`src/rtl/alu_seq.sv`:
```
// Multi-cycle execute unit: single-cycle logic/arith/shift ops plus an iterative
// shift-add multiplier, behind a valid/ready input and a held output register.
module alu_seq #(
  parameter int WIDTH = 32,
  parameter int SHW   = $clog2(WIDTH)
) (
  input  logic             clk,
  input  logic             rst_n,
  input  logic             in_valid,
  output logic             in_ready,
  input  logic [3:0]       ALU_control,
  input  logic [WIDTH-1:0] src1,
  input  logic [WIDTH-1:0] src2,
  output logic             out_valid,
  input  logic             out_ready,
  output logic [WIDTH-1:0] result,
  output logic [WIDTH-1:0] result_hi,
  output logic             zero,
  output logic             cout,
  output logic             overflow,
  output logic [1:0]       dbg_state_o
);

  localparam int CNT_W = SHW + 1;
  localparam logic [CNT_W-1:0] LAST_CNT = CNT_W'(WIDTH - 1);

  localparam logic [3:0] OP_AND  = 4'b0000;
  localparam logic [3:0] OP_OR   = 4'b0001;
  localparam logic [3:0] OP_ADD  = 4'b0010;
  localparam logic [3:0] OP_SUB  = 4'b0110;
  localparam logic [3:0] OP_SLT  = 4'b0111;
  localparam logic [3:0] OP_SLL  = 4'b1000;
  localparam logic [3:0] OP_SRL  = 4'b1001;
  localparam logic [3:0] OP_SRA  = 4'b1010;
  localparam logic [3:0] OP_MUL  = 4'b1011;
  localparam logic [3:0] OP_NOR  = 4'b1100;
  localparam logic [3:0] OP_NAND = 4'b1101;

  typedef enum logic [1:0] {
    S_IDLE = 2'd0,
    S_MUL  = 2'd1,
    S_DONE = 2'd2
  } state_t;

  state_t           state_q, state_d;
  logic [WIDTH-1:0] result_q, result_d;
  logic [WIDTH-1:0] result_hi_q, result_hi_d;
  logic             zero_q, zero_d;
  logic             cout_q, cout_d;
  logic             ovf_q, ovf_d;
  logic [WIDTH-1:0] mcand_q, mcand_d;
  logic [WIDTH-1:0] acc_q, acc_d;
  logic [WIDTH-1:0] mplier_q, mplier_d;
  logic [CNT_W-1:0] cnt_q, cnt_d;

  // Handshake: a transfer happens on a rising clk edge where valid && ready are
  // both high; the producer holds its payload stable while valid is high and
  // ready is low, and ready never depends on the same-side valid.
  logic accept;
  assign in_ready = (state_q == S_IDLE) || ((state_q == S_DONE) && out_ready);
  assign accept   = in_valid && in_ready;

  logic [WIDTH:0]   add_full, sub_full;
  logic             add_ovf, sub_ovf, sub_less;
  logic [SHW-1:0]   shamt;

  assign add_full = {1'b0, src1} + {1'b0, src2};
  assign sub_full = {1'b0, src1} + {1'b0, ~src2} + (WIDTH+1)'(1);
  assign add_ovf  = (src1[WIDTH-1] == src2[WIDTH-1]) && (add_full[WIDTH-1] != src1[WIDTH-1]);
  assign sub_ovf  = (src1[WIDTH-1] != src2[WIDTH-1]) && (sub_full[WIDTH-1] != src1[WIDTH-1]);
  assign sub_less = sub_full[WIDTH-1] ^ sub_ovf;
  assign shamt    = src2[SHW-1:0];

  logic [WIDTH-1:0] alu_res;
  logic             alu_cout, alu_ovf, alu_known, alu_zero;

  always_comb begin
    alu_res   = '0;
    alu_cout  = 1'b0;
    alu_ovf   = 1'b0;
    alu_known = 1'b1;
    case (ALU_control)
      OP_AND:  alu_res = src1 & src2;
      OP_OR:   alu_res = src1 | src2;
      OP_NOR:  alu_res = ~(src1 | src2);
      OP_NAND: alu_res = ~(src1 & src2);
      OP_ADD: begin
        alu_res  = add_full[WIDTH-1:0];
        alu_cout = add_full[WIDTH];
        alu_ovf  = add_ovf;
      end
      OP_SUB: begin
        alu_res  = sub_full[WIDTH-1:0];
        alu_cout = sub_full[WIDTH];
        alu_ovf  = sub_ovf;
      end
      OP_SLT: begin
        alu_res  = {{(WIDTH-1){1'b0}}, sub_less};
        alu_cout = sub_full[WIDTH];
      end
      OP_SLL:  alu_res = src1 << shamt;
      OP_SRL:  alu_res = src1 >> shamt;
      OP_SRA:  alu_res = $signed(src1) >>> shamt;
      default: alu_known = 1'b0;
    endcase
  end

  // Unknown opcodes report zero = 0 even though their result is 0.
  assign alu_zero = alu_known && (alu_res == '0);

  // One multiplier step: conditional add into the upper half, then the
  // {carry, acc, mplier} chain shifts right by one.
  logic [WIDTH:0]   mul_sum;
  logic [WIDTH-1:0] mul_hi_nx, mul_lo_nx;

  assign mul_sum   = {1'b0, acc_q} + (mplier_q[0] ? {1'b0, mcand_q} : '0);
  assign mul_hi_nx = mul_sum[WIDTH:1];
  assign mul_lo_nx = {mul_sum[0], mplier_q[WIDTH-1:1]};

  always_comb begin
    state_d     = state_q;
    result_d    = result_q;
    result_hi_d = result_hi_q;
    zero_d      = zero_q;
    cout_d      = cout_q;
    ovf_d       = ovf_q;
    mcand_d     = mcand_q;
    acc_d       = acc_q;
    mplier_d    = mplier_q;
    cnt_d       = cnt_q;
    case (state_q)
      S_IDLE, S_DONE: begin
        if (accept) begin
          if (ALU_control == OP_MUL) begin
            mcand_d  = src1;
            mplier_d = src2;
            acc_d    = '0;
            cnt_d    = '0;
            state_d  = S_MUL;
          end else begin
            result_d    = alu_res;
            result_hi_d = '0;
            zero_d      = alu_zero;
            cout_d      = alu_cout;
            ovf_d       = alu_ovf;
            state_d     = S_DONE;
          end
        end else if ((state_q == S_DONE) && out_ready) begin
          state_d = S_IDLE;
        end
      end
      S_MUL: begin
        acc_d    = mul_hi_nx;
        mplier_d = mul_lo_nx;
        cnt_d    = cnt_q + CNT_W'(1);
        if (cnt_q == LAST_CNT) begin
          cnt_d       = '0;
          result_d    = mul_lo_nx;
          result_hi_d = mul_hi_nx;
          zero_d      = (mul_lo_nx == '0);
          cout_d      = 1'b0;
          ovf_d       = (mul_hi_nx != '0);
          state_d     = S_DONE;
        end
      end
      default: state_d = S_IDLE;
    endcase
  end

  always_ff @(posedge clk or negedge rst_n) begin
    if (!rst_n) begin
      state_q     <= S_IDLE;
      result_q    <= '0;
      result_hi_q <= '0;
      zero_q      <= 1'b0;
      cout_q      <= 1'b0;
      ovf_q       <= 1'b0;
      mcand_q     <= '0;
      acc_q       <= '0;
      mplier_q    <= '0;
      cnt_q       <= '0;
    end else begin
      state_q     <= state_d;
      result_q    <= result_d;
      result_hi_q <= result_hi_d;
      zero_q      <= zero_d;
      cout_q      <= cout_d;
      ovf_q       <= ovf_d;
      mcand_q     <= mcand_d;
      acc_q       <= acc_d;
      mplier_q    <= mplier_d;
      cnt_q       <= cnt_d;
    end
  end

  assign out_valid   = (state_q == S_DONE);
  assign result      = result_q;
  assign result_hi   = result_hi_q;
  assign zero        = zero_q;
  assign cout        = cout_q;
  assign overflow    = ovf_q;
  assign dbg_state_o = state_q;

  a_mul_not_ready: assert property (@(posedge clk) disable iff (!rst_n)
    (state_q == S_MUL) |-> !in_ready);
  a_cnt_bound: assert property (@(posedge clk) disable iff (!rst_n)
    (state_q == S_MUL) |-> (cnt_q <= LAST_CNT));
  a_hold_result: assert property (@(posedge clk) disable iff (!rst_n)
    (out_valid && !out_ready) |=> (out_valid && $stable(result) && $stable(result_hi)));

endmodule
```
`config.mk`:
```
export PLATFORM = sky130hd
export DESIGN_NAME = alu_seq
export DESIGN_NICKNAME = d
export VERILOG_FILES = /design/src/rtl/alu_seq.sv
export SDC_FILE = /design/constraint.sdc
export NUM_CORES = 1
export LEC_CHECK = 0
export ABC_AREA = 1
export ABC_CLOCK_PERIOD_IN_PS = 2780
export BUFFER_PORTS_ARGS = -buffer_cell sky130_fd_sc_hd__buf_4
export CAP_MARGIN = 5
export CORE_ASPECT_RATIO = 0.7
export CORE_UTILIZATION = 30
export DETAILED_ROUTE_END_ITERATION = 10
export SLEW_MARGIN = 20
export SYNTH_ARGS = -nofsm -noshare
export SYNTH_HDL_FRONTEND = slang
export SYNTH_SLANG_ARGS = --single-unit
export TNS_END_PERCENT = 1
```
`constraint.sdc`:
```
create_clock -name clk -period 2.78 [get_ports clk]
set_clock_uncertainty 0.05 [all_clocks]
set_input_delay 0 -clock clk [delete_from_list [all_inputs] [get_ports clk]]
set_output_delay 0 -clock clk [all_outputs]
set_load 0.005 [all_outputs]
```
==> reports/results.env, run 1 <==
OUTCOME='complete, but fails checks'
FAILED_CHECKS='negative setup slack'
CTS_TREE='built'
LOGIC_GATE_SHARE_OF_TOTAL_POWER_PCT=56.6
FRACTION_OF_SYNTHESIS_FLOPS_USING_AN_ASYNCHRONOUS_SET_OR_RESET_PIN_PCT=100
PRECTSSETUPSLACK_NS=-0.725
SYNTH_AREA_LEADER_CELL='dfrtp_1'
YOSYSMOSTFREQUENTCELL='nand2_1'
SYNTH_COMMON_CELLS='nand2_1 (1,081), nand3_1 (498), inv_1 (371)'
GRT_UTIL_ALL_LAYERS_PCT=31.4
CLOCK_PATH_BUFFERS=2
SYNTHESIZED_NET_COUNT=3492
VIA_PER_INST=5.27
GRT.OVERFLOW.TOTAL=0
POST_SYNTH_INST_COUNT=3274
NUM_IO_PINS=143
AREA_GROWTH_SYN_TO_LAYOUT_PCT=43.4
YOSYS_WARNINGS=0
DRT-INITIAL-DRC-COUNT=3554
SHARE_OF_THE_CLOCK_PERIOD_USED_BY_THE_WORST_PATH_PCT=105
POWER_LEAKAGE_uW=0.0144
WORST_SETUP_HOLD_PATH_CLK_SLEW_NS=0.08
CORE_FOOTPRINT_MM2=0.0633
FINALCRITICALPERIOD_NS=2.93
SYNTH_ENABLE_FLOP_CELLS=0
FINALWIRELENGTH_MM=105
CLOCK_INSERTION_DELAY_AT_THE_LATER_PIN_OF_THE_SKEW_REPORT_NS=0.47
HOLD_WS_NS=0.0305
MIN_PATH_CELLS=4
WL_PER_CELL_UM=21.9
SEQ_AREA_FRAC_SYNTH_PCT=22.2
TOTAL_POWER_DIVIDED_BY_CELL_AREA_mW_PER_MM2=528
SYNTH_CELL_TYPE_COUNT=53
TRITONCTS_NUM_SINKS=171
WORST_HOLD_PATH_CLASS='input port to flip-flop'
WORSTREGTOREGCELLS=19
CP_MAX_FO=5
RSZ_0062_RAISED_AFTER_GLOBAL_ROUTING='true'
MAX-CAP-VIOLATIONS=0
P_CLK_SHARE_PCT=17.1
POST_SYNTHESIS_AREA_PER_INSTANCE_UM2=5.88
DETAILED_PLACE_HPWL_MM=85.5
TIMING.FMAX_MHz=341
INITIAL_ANTENNA_VIOLATION_COUNT=3
SWITCHING_SHARE_PCT=44.1
INITIAL_UTILIZATION_PCT=30.4
TIMING_WORST_SLEW_PIN_VALUE_NS=1.12
PLACE.GP.CONGESTION=1.08
MAPPEDNETLISTAREA_MM2=0.0193
MAXIMUM_NUMBER_OF_PINS_ON_ONE_NET_BEFORE_GLOBAL_ROUTE_REPAIR=119
TIMING.FINAL.MAX_SLEW_VIOLATIONS=0
YOSYS_TOP_CELL_AREA_SHARE_PCT=22.2
SETUP.WORST_PATH.END_CLASS='flip-flop'
FILLER_CELL_COUNT=6751
FIN_WS_NS=-0.151
NETS=4174
YS_FF_LATCH=171
INTERNAL_POWER_uW=8150
DETAILEDROUTE.FIRSTPASSITERATIONCOUNT=8
CHIPWIDTH_UM=305
SYNTHFLOPTYPE='dfrtp_1'
DETAIL_ROUTE.DRC_VIOLATIONS=0
GRT_FIRST_PASS_WIRELENGTH_MM=152
SYNTH.AREA.TOP_CELLS='dfrtp_1 (22%), nand2_1 (21%), nand3_1 (13%)'
SEQ_POWER_SHARE_PCT=26.3
VIAS=25300
REPORT.FINAL.SETUP_VIOL=3
WORST-ENDPOINT-REQUIRED_NS=3.11
ANT_NETS=0
WORSTPATHARRIVAL_NS=3.26
PORTBUFFERS=142
NET-SWITCHING-POWER_uW=6440
MAXSLEWHEADROOM_PCT=25.1
ROWS=77
CRITPATHLAUNCHTYPE='input port'
HTREEDEPTH=4
DIEAREA_MM2=0.0652
WORST_IR_DROP_VDD_mV=0.451
CLOCK_TREE.ROOT_CELL='clkbuf_16'
TIMING_HOLD_VIOLATIONS_FINAL=0
CTS-BUFFERS-INSERTED=17
CRITICALPATHCATEGORY='input port to flip-flop'
FINAL_LAYOUT_SIZE_SUFFIX_GT1_SHARE_PCT=25.0
DIE-HEIGHT_UM=214
FIRST_GLOBAL_VIAS=23200
[cells in the final DEF (no fill, tap or decap), types with 9 or more instances in the layout]
master         count
nand2_1         1044
buf_4            724
nand3_1          490
inv_1            360
nor2_1           232
dfrtp_1          170
o21ai_0          149
ha_1             113
a21oi_1          105
dlygate4sd3_1     56
o211ai_1          51
nand2_2           40
o21ai_1           36
nand4_1           35
nor2_2            34
a21oi_2           30
nor3_1            28
ha_4              27
inv_2             17
clkbuf_16         17
o21bai_1          15
buf_12            13
or2_2             11
nor2_4            10
a31oi_1           10
o221ai_1          10
a211oi_1           9
[critical path, cell delays in order]
cell and delay, ns:
buf_4 0.14, inv_1 0.07, ha_1 0.32, nor2_2 0.15, nand2_1 0.09, inv_1 0.12
nand3_2 0.12, nand2_2 0.16, nand2_2 0.08, nand2_2 0.09, a21oi_2 0.06, o21ai_2 0.17
fa_1 0.44, inv_1 0.09, o21ai_1 0.06, inv_1 0.06, nand2_1 0.04, nor2_1 0.08
nand3_1 0.09, nor2_1 0.12, nand2_1 0.07, nor2_2 0.12, nand4_1 0.13, nor2_2 0.15
nand3_1 0.07, a21oi_1 0.15
[stage by stage]
stage               power, uW  cell area (um^2)  util [%]  cells  setup TNS, ns
finish                  14600             27600      43.6   4801         -0.363
global route            15500             27600      43.6   4799          -1.95
CTS                     13900             27000      42.6   4788         -0.156
detailed placement      11000             25400      40.1   4695          -3.20
global placement        11000             25400      40.1   4695          -2.66
floorplan                7180             19400         -   3274         -0.405
[what timing repair did]
| action | CTS | global route |
|---|---|---|
| hold buffers | 55 | 1 |
| pin swaps | 25 | 50 |
| gates resized for setup | 97 | 137 |
| buffers inserted | 6 | 10 |
| hold endpoints to repair | 134 | 1 |
| setup endpoints to repair | 25 | 36 |
[power by group through the flow]
stage	combinational, uW	clock, uW	sequential, uW
global route	8930	2630	3920
floorplan	3590	0	3600
CTS	7610	2530	3800
finish	8260	2500	3840
global placement	7150	0	3810
detailed placement	7180	0	3800
[layer usage]
layer  up-vias  global-route usage (%)  share of wire, %
li1      12000                       -                 -
met1     11800                    46.8                46
met2      1391                    42.1                39
met3       128                    10.2                13
met4         0                    8.77               2.8
met5         -                       0                 0
[final timing paths]
| check | startpoint | endpoint | slack (ns) |
|---|---|---|---|
| worst min register to register | result_hi[11] | result_hi[11] | 0.44 |
| worst max-delay path | src1[9] | zero | -0.15 |
| worst max register to register | mplier_q[0] | overflow | -0.12 |
| min in group asynchronous | rst_n | result_hi[5] | 0.08 |
| worst min-delay path | src2[28] | mplier_q[28] | 0.03 |
| max in group asynchronous | rst_n | mplier_q[24] | 1.85 |
[final cells by class]
| class | count | area, um^2 | area share, % |
|---|---|---|---|
| Antenna cell | 3 | 7.51 | 0.0272 |
| Clock buffer | 17 | 425 | 1.54 |
| Clock inverter | 15 | 190 | 0.689 |
| Inverter | 382 | 1450 | 5.24 |
| Multi-Input combinational cell | 2585 | 13900 | 50.3 |
| Sequential cell | 171 | 4280 | 15.5 |
| Tap cell | 829 | 1040 | 3.76 |
| Timing Repair Buffer | 799 | 6330 | 22.9 |
[registers in the layout, indices dropped and copies added, names as in the netlist]
register,count
acc_q,32
cnt_q,6
overflow,1
mcand_q,32
result_hi,32
cout,1
result,32
dbg_state_o,2
zero,1
mplier_q,32
[cells by family after synthesis]
group                    Yosys count  share of synthesized area [%]
flip-flops                       171                           22.2
multiplexers                       1                         0.0520
AO/OA/AOI/OAI                    456                           13.6
adder cells (fa/ha/maj)          146                           9.64
AND/OR/NAND/NOR                 1958                           42.7
XOR/XNOR                          24                           1.09
buffers and inverters            518                           10.7
Note: power is estimated with default switching activity, not from simulation.
==> run 2, diff against run 1 <==
--- a/config.mk
+++ b/config.mk
@@ -5,7 +5,6 @@
 export SDC_FILE = /design/constraint.sdc
 export NUM_CORES = 1
 export LEC_CHECK = 0
-export ABC_AREA = 1
 export ABC_CLOCK_PERIOD_IN_PS = 2780
 export BUFFER_PORTS_ARGS = -buffer_cell sky130_fd_sc_hd__buf_4
 export CAP_MARGIN = 5
==> run 2 against run 1 <==
Net effect: synthesized cell count is 29% lower; die area increased by 1.0%; the flow still finishes with violations (negative setup slack); global-route usage grew 1.9 points; critical path type unchanged; cell count down 17%; power shrank 11%; worst setup slack got worse by 1.6 ns; maximum frequency shrank 36%.
==> reports/results.env, run 2 <==
DETAILED_PLACE_HPWL_MM=90.2
GRT.BUSIEST_LAYER='met1'
AREA_GROWTH_SYN_TO_LAYOUT_PCT=47.4
CLOCK_TREE.ROOT_CELL='clkbuf_16'
DETAIL_ROUTE.DRC_VIOLATIONS=0
FINALCOREUTILIZATION_PCT=45.1
SYNTH_ENABLE_FLOP_CELLS=0
NETS=3372
DRT-INITIAL-DRC-COUNT=3146
CHIPWIDTH_UM=306
CLOCK_INSERTION_DELAY_AT_THE_LATER_PIN_OF_THE_SKEW_REPORT_NS=0.48
OUTCOME='complete, but fails checks'
POST_SYNTH_INST_COUNT=2327
INITIAL_UTILIZATION_PCT=30.6
FIRST_GLOBAL_VIAS=22900
GLOBALROUTEMET3UTIL_PCT=10.9
TIMING_HOLD_VIOLATIONS_FINAL=0
CP_MAX_FO=2
GRT_UTIL_ALL_LAYERS_PCT=33.3
GRT_FIRST_PASS_WIRELENGTH_MM=161
YOSYSMOSTFREQUENTCELL='nand2_1'
FINAL_LAYOUT_SIZE_SUFFIX_GT1_SHARE_PCT=38.7
SEQ_POWER_SHARE_PCT=27.3
LAYOUT.CELLS.MOST_COMMON_LIST='buf_4 (929), nand2_1 (229), o21ai_0 (174), dfrtp_1 (168), nor2_1 (144)'
TIMING.FMAX_MHz=219
INTERNAL_POWER_uW=7690
VIA_PER_INST=5.93
SWITCHING_SHARE_PCT=40.9
MAXIMUM_NUMBER_OF_PINS_ON_ONE_NET_BEFORE_GLOBAL_ROUTE_REPAIR=99
MET1_USAGE_PCT=51.2
SEQ_AREA_FRAC_SYNTH_PCT=22.0
MAPPEDNETLISTAREA_MM2=0.0194
MAXSLEWHEADROOM_PCT=38.1
REPORT.FINAL.SETUP_VIOL=77
PORTBUFFERS=142
CRITPATHLAUNCHTYPE='input port'
MAX-CAP-VIOLATIONS=0
SYNTHESIZED_NET_COUNT=2545
SHARE_OF_THE_CLOCK_PERIOD_USED_BY_THE_WORST_PATH_PCT=165
TIMING.FINAL.MAX_SLEW_VIOLATIONS=0
CORE_FOOTPRINT_MM2=0.0636
SETUP.WORST_PATH.END_CLASS='flip-flop'
WORST-ENDPOINT-REQUIRED_NS=3.13
VIAS=23700
WL_PER_CELL_UM=27.8
DIEAREA_MM2=0.0659
FRACTION_OF_SYNTHESIS_FLOPS_USING_AN_ASYNCHRONOUS_SET_OR_RESET_PIN_PCT=100
HTREEDEPTH=4
POST_SYNTHESIS_AREA_PER_INSTANCE_UM2=8.36
TRITONCTS_NUM_SINKS=171
NUM_ANTENNA_CELLS=0
SYNTH.AREA.TOP_CELLS='dfrtp_1 (22%), ha_1 (9.1%), mux4_2 (6.7%)'
WORSTPATHARRIVAL_NS=4.93
INITIAL_ANTENNA_VIOLATION_COUNT=6
SYNTH_CELL_TYPE_COUNT=92
PLACE.GP.CONGESTION=1.07
FINALWIRELENGTH_MM=111
TIMING.RR.END='overflow'
P_CLK_SHARE_PCT=19.6
ROWS=77
SETUP.REG_TO_REG.WORST_SLACK_NS=-1.51
ANT_NETS=0
YOSYS_TOP_CELL_AREA_SHARE_PCT=22.0
WORST_IR_DROP_VDD_mV=0.585
SYNTH_COMMON_CELLS='nand2_1 (229), o21ai_0 (186), dfrtp_1 (171)'
CTS_TREE='built'
WORSTREGTOREGCELLS=15
YS_FF_LATCH=171
RSZ_0062_RAISED_AFTER_GLOBAL_ROUTING='true'
CLOCK_PATH_BUFFERS=2
CRITICAL_PATH.STARTPOINT='src1[0]'
YOSYS_WARNINGS=0
SYNTHFLOPTYPE='dfrtp_1'
FILLER_CELL_COUNT=6318
DETAILEDROUTE.FIRSTPASSITERATIONCOUNT=7
NUM_IO_PINS=143
WORST_HOLD_PATH_CLASS='input port to async pin'
SETUP_TNS_NS=-39.27
TOTAL_POWER_DIVIDED_BY_CELL_AREA_mW_PER_MM2=454
WORST_SETUP_HOLD_PATH_CLK_SLEW_NS=0.08
SYNTH_AREA_LEADER_CELL='dfrtp_1'
TIMING_WORST_SLEW_PIN_VALUE_NS=0.924
LOGIC_GATE_SHARE_OF_TOTAL_POWER_PCT=53.1
NET-SWITCHING-POWER_uW=5320
CRITICALPATHCATEGORY='input port to flip-flop'
GRT.OVERFLOW.TOTAL=0
FINALCRITICALPERIOD_NS=4.57
FINAL_COMMON_CELL='buf_4'
CTS-BUFFERS-INSERTED=17
POWER_LEAKAGE_uW=0.0134
GR-USAGE-MET2_PCT=43.7
FIN_WS_NS=-1.79
DIE-HEIGHT_UM=215
WORST_R2R_STARTPOINT='mcand_q[1]'
FAILED_CHECKS='negative setup slack'
[run 2: cell types whose count changed in the layout (fill, tap and decap cells not counted), sizes merged, moves of 31 or more]
cell / previous run / this run
inv: 388 / 122
nand2: 1084 / 229
nor2: 276 / 148
mux4: 0 / 69
nand3: 498 / 42
mux2i: 1 / 77
and2: 5 / 44
nor2b: 0 / 31
mux2: 0 / 53
a21o: 2 / 34
o22ai: 4 / 41
buf: 742 / 960
[run 2: final cells by class]
class	instances	area [um^2]	share of cell area, %
Inverter	115	439	1.53
Clock inverter	12	150	0.524
Sequential cell	171	4280	14.9
Tap cell	829	1040	3.62
Clock buffer	20	457	1.59
Multi-Input combinational cell	1855	14400	50.4
Timing Repair Buffer	994	7870	27.4
[run 2: per-stage QoR]
| step | setup WS [ns] | std cells | instance area, um^2 | power, uW | hold slack, ns |
|---|---|---|---|---|---|
| floorplan | -1.95 | 2327 | 19600 | 6360 | -0.346 |
| global placement | -2.65 | 3926 | 27300 | 9940 | -0.0191 |
| detailed placement | -2.69 | 3926 | 27300 | 10000 | -0.0161 |
| CTS | -1.94 | 3995 | 28500 | 12800 | 0.000808 |
| global route | -1.95 | 3996 | 28700 | 13600 | 0.0182 |
| finish | -1.79 | 3996 | 28700 | 13000 | 0.0169 |
[run 2: worst max-delay path, cell delays in order]
cell and delay [ns]:
buf_4 0.08, inv_1 0.05, ha_2 0.20, o21ba_4 0.22, or4_4 0.42, a211o_1 0.33, a2111oi_2 0.30, buf_4 0.21
o31ai_4 0.11, a31oi_2 0.25, a31oi_2 0.16, or2_4 0.27, a21oi_2 0.12, o21ai_1 0.07, nand2b_1 0.10, fa_2 0.22
o22ai_2 0.06, a211o_1 0.30, a2111oi_4 0.29, nand4_1 0.17, nor4_2 0.16, nand4_1 0.19, nor4_4 0.26, nand4_1 0.17
o31ai_2 0.19
[run 2: logic make-up after synthesis]
group	synth area share (%)
mux	15.3
compound gates	27.6
flops	22.0
buf+inv	6.20
simple gates	17.5
fa+ha+maj	9.55
xor+xnor	1.89
[run 2: how the worst max path moves through the flow]
stage | end | depth (start not counted) | slack (ns)
global placement | zero | 25 | -2.65
detailed placement | zero | 25 | -2.69
floorplan | zero | 26 | -1.95
finish | zero | 25 | -1.79
CTS | zero | 25 | -1.94
global route | zero | 25 | -1.95
[run 2: routing by layer]
layer  vias to the layer above  wire [um]
met4                         2       2270
met2                      1337      41900
met5                         -         13
li1                      10500          -
met3                       137      13800
met1                     11700      52900
[run 2: power by group through the flow]
stage	Combinational, uW	Sequential [uW]	Clock, uW
2_1_floorplan	2990	3370	0
3_3_place_gp	6400	3540	0
3_5_place_dp	6470	3560	0
4_1_cts	6670	3530	2600
5_1_grt	7340	3610	2690
6_report	6910	3550	2550
[run 2: repair_timing]
action                                 4_1_cts  5_1_grt
endpoints found under the hold margin      204        0
pin swaps                                   30       14
setup endpoints to repair                   87       86
hold buffers                                34        0
gates cloned                                 0        0
buffers inserted                             3        1
resized for setup                           63       37
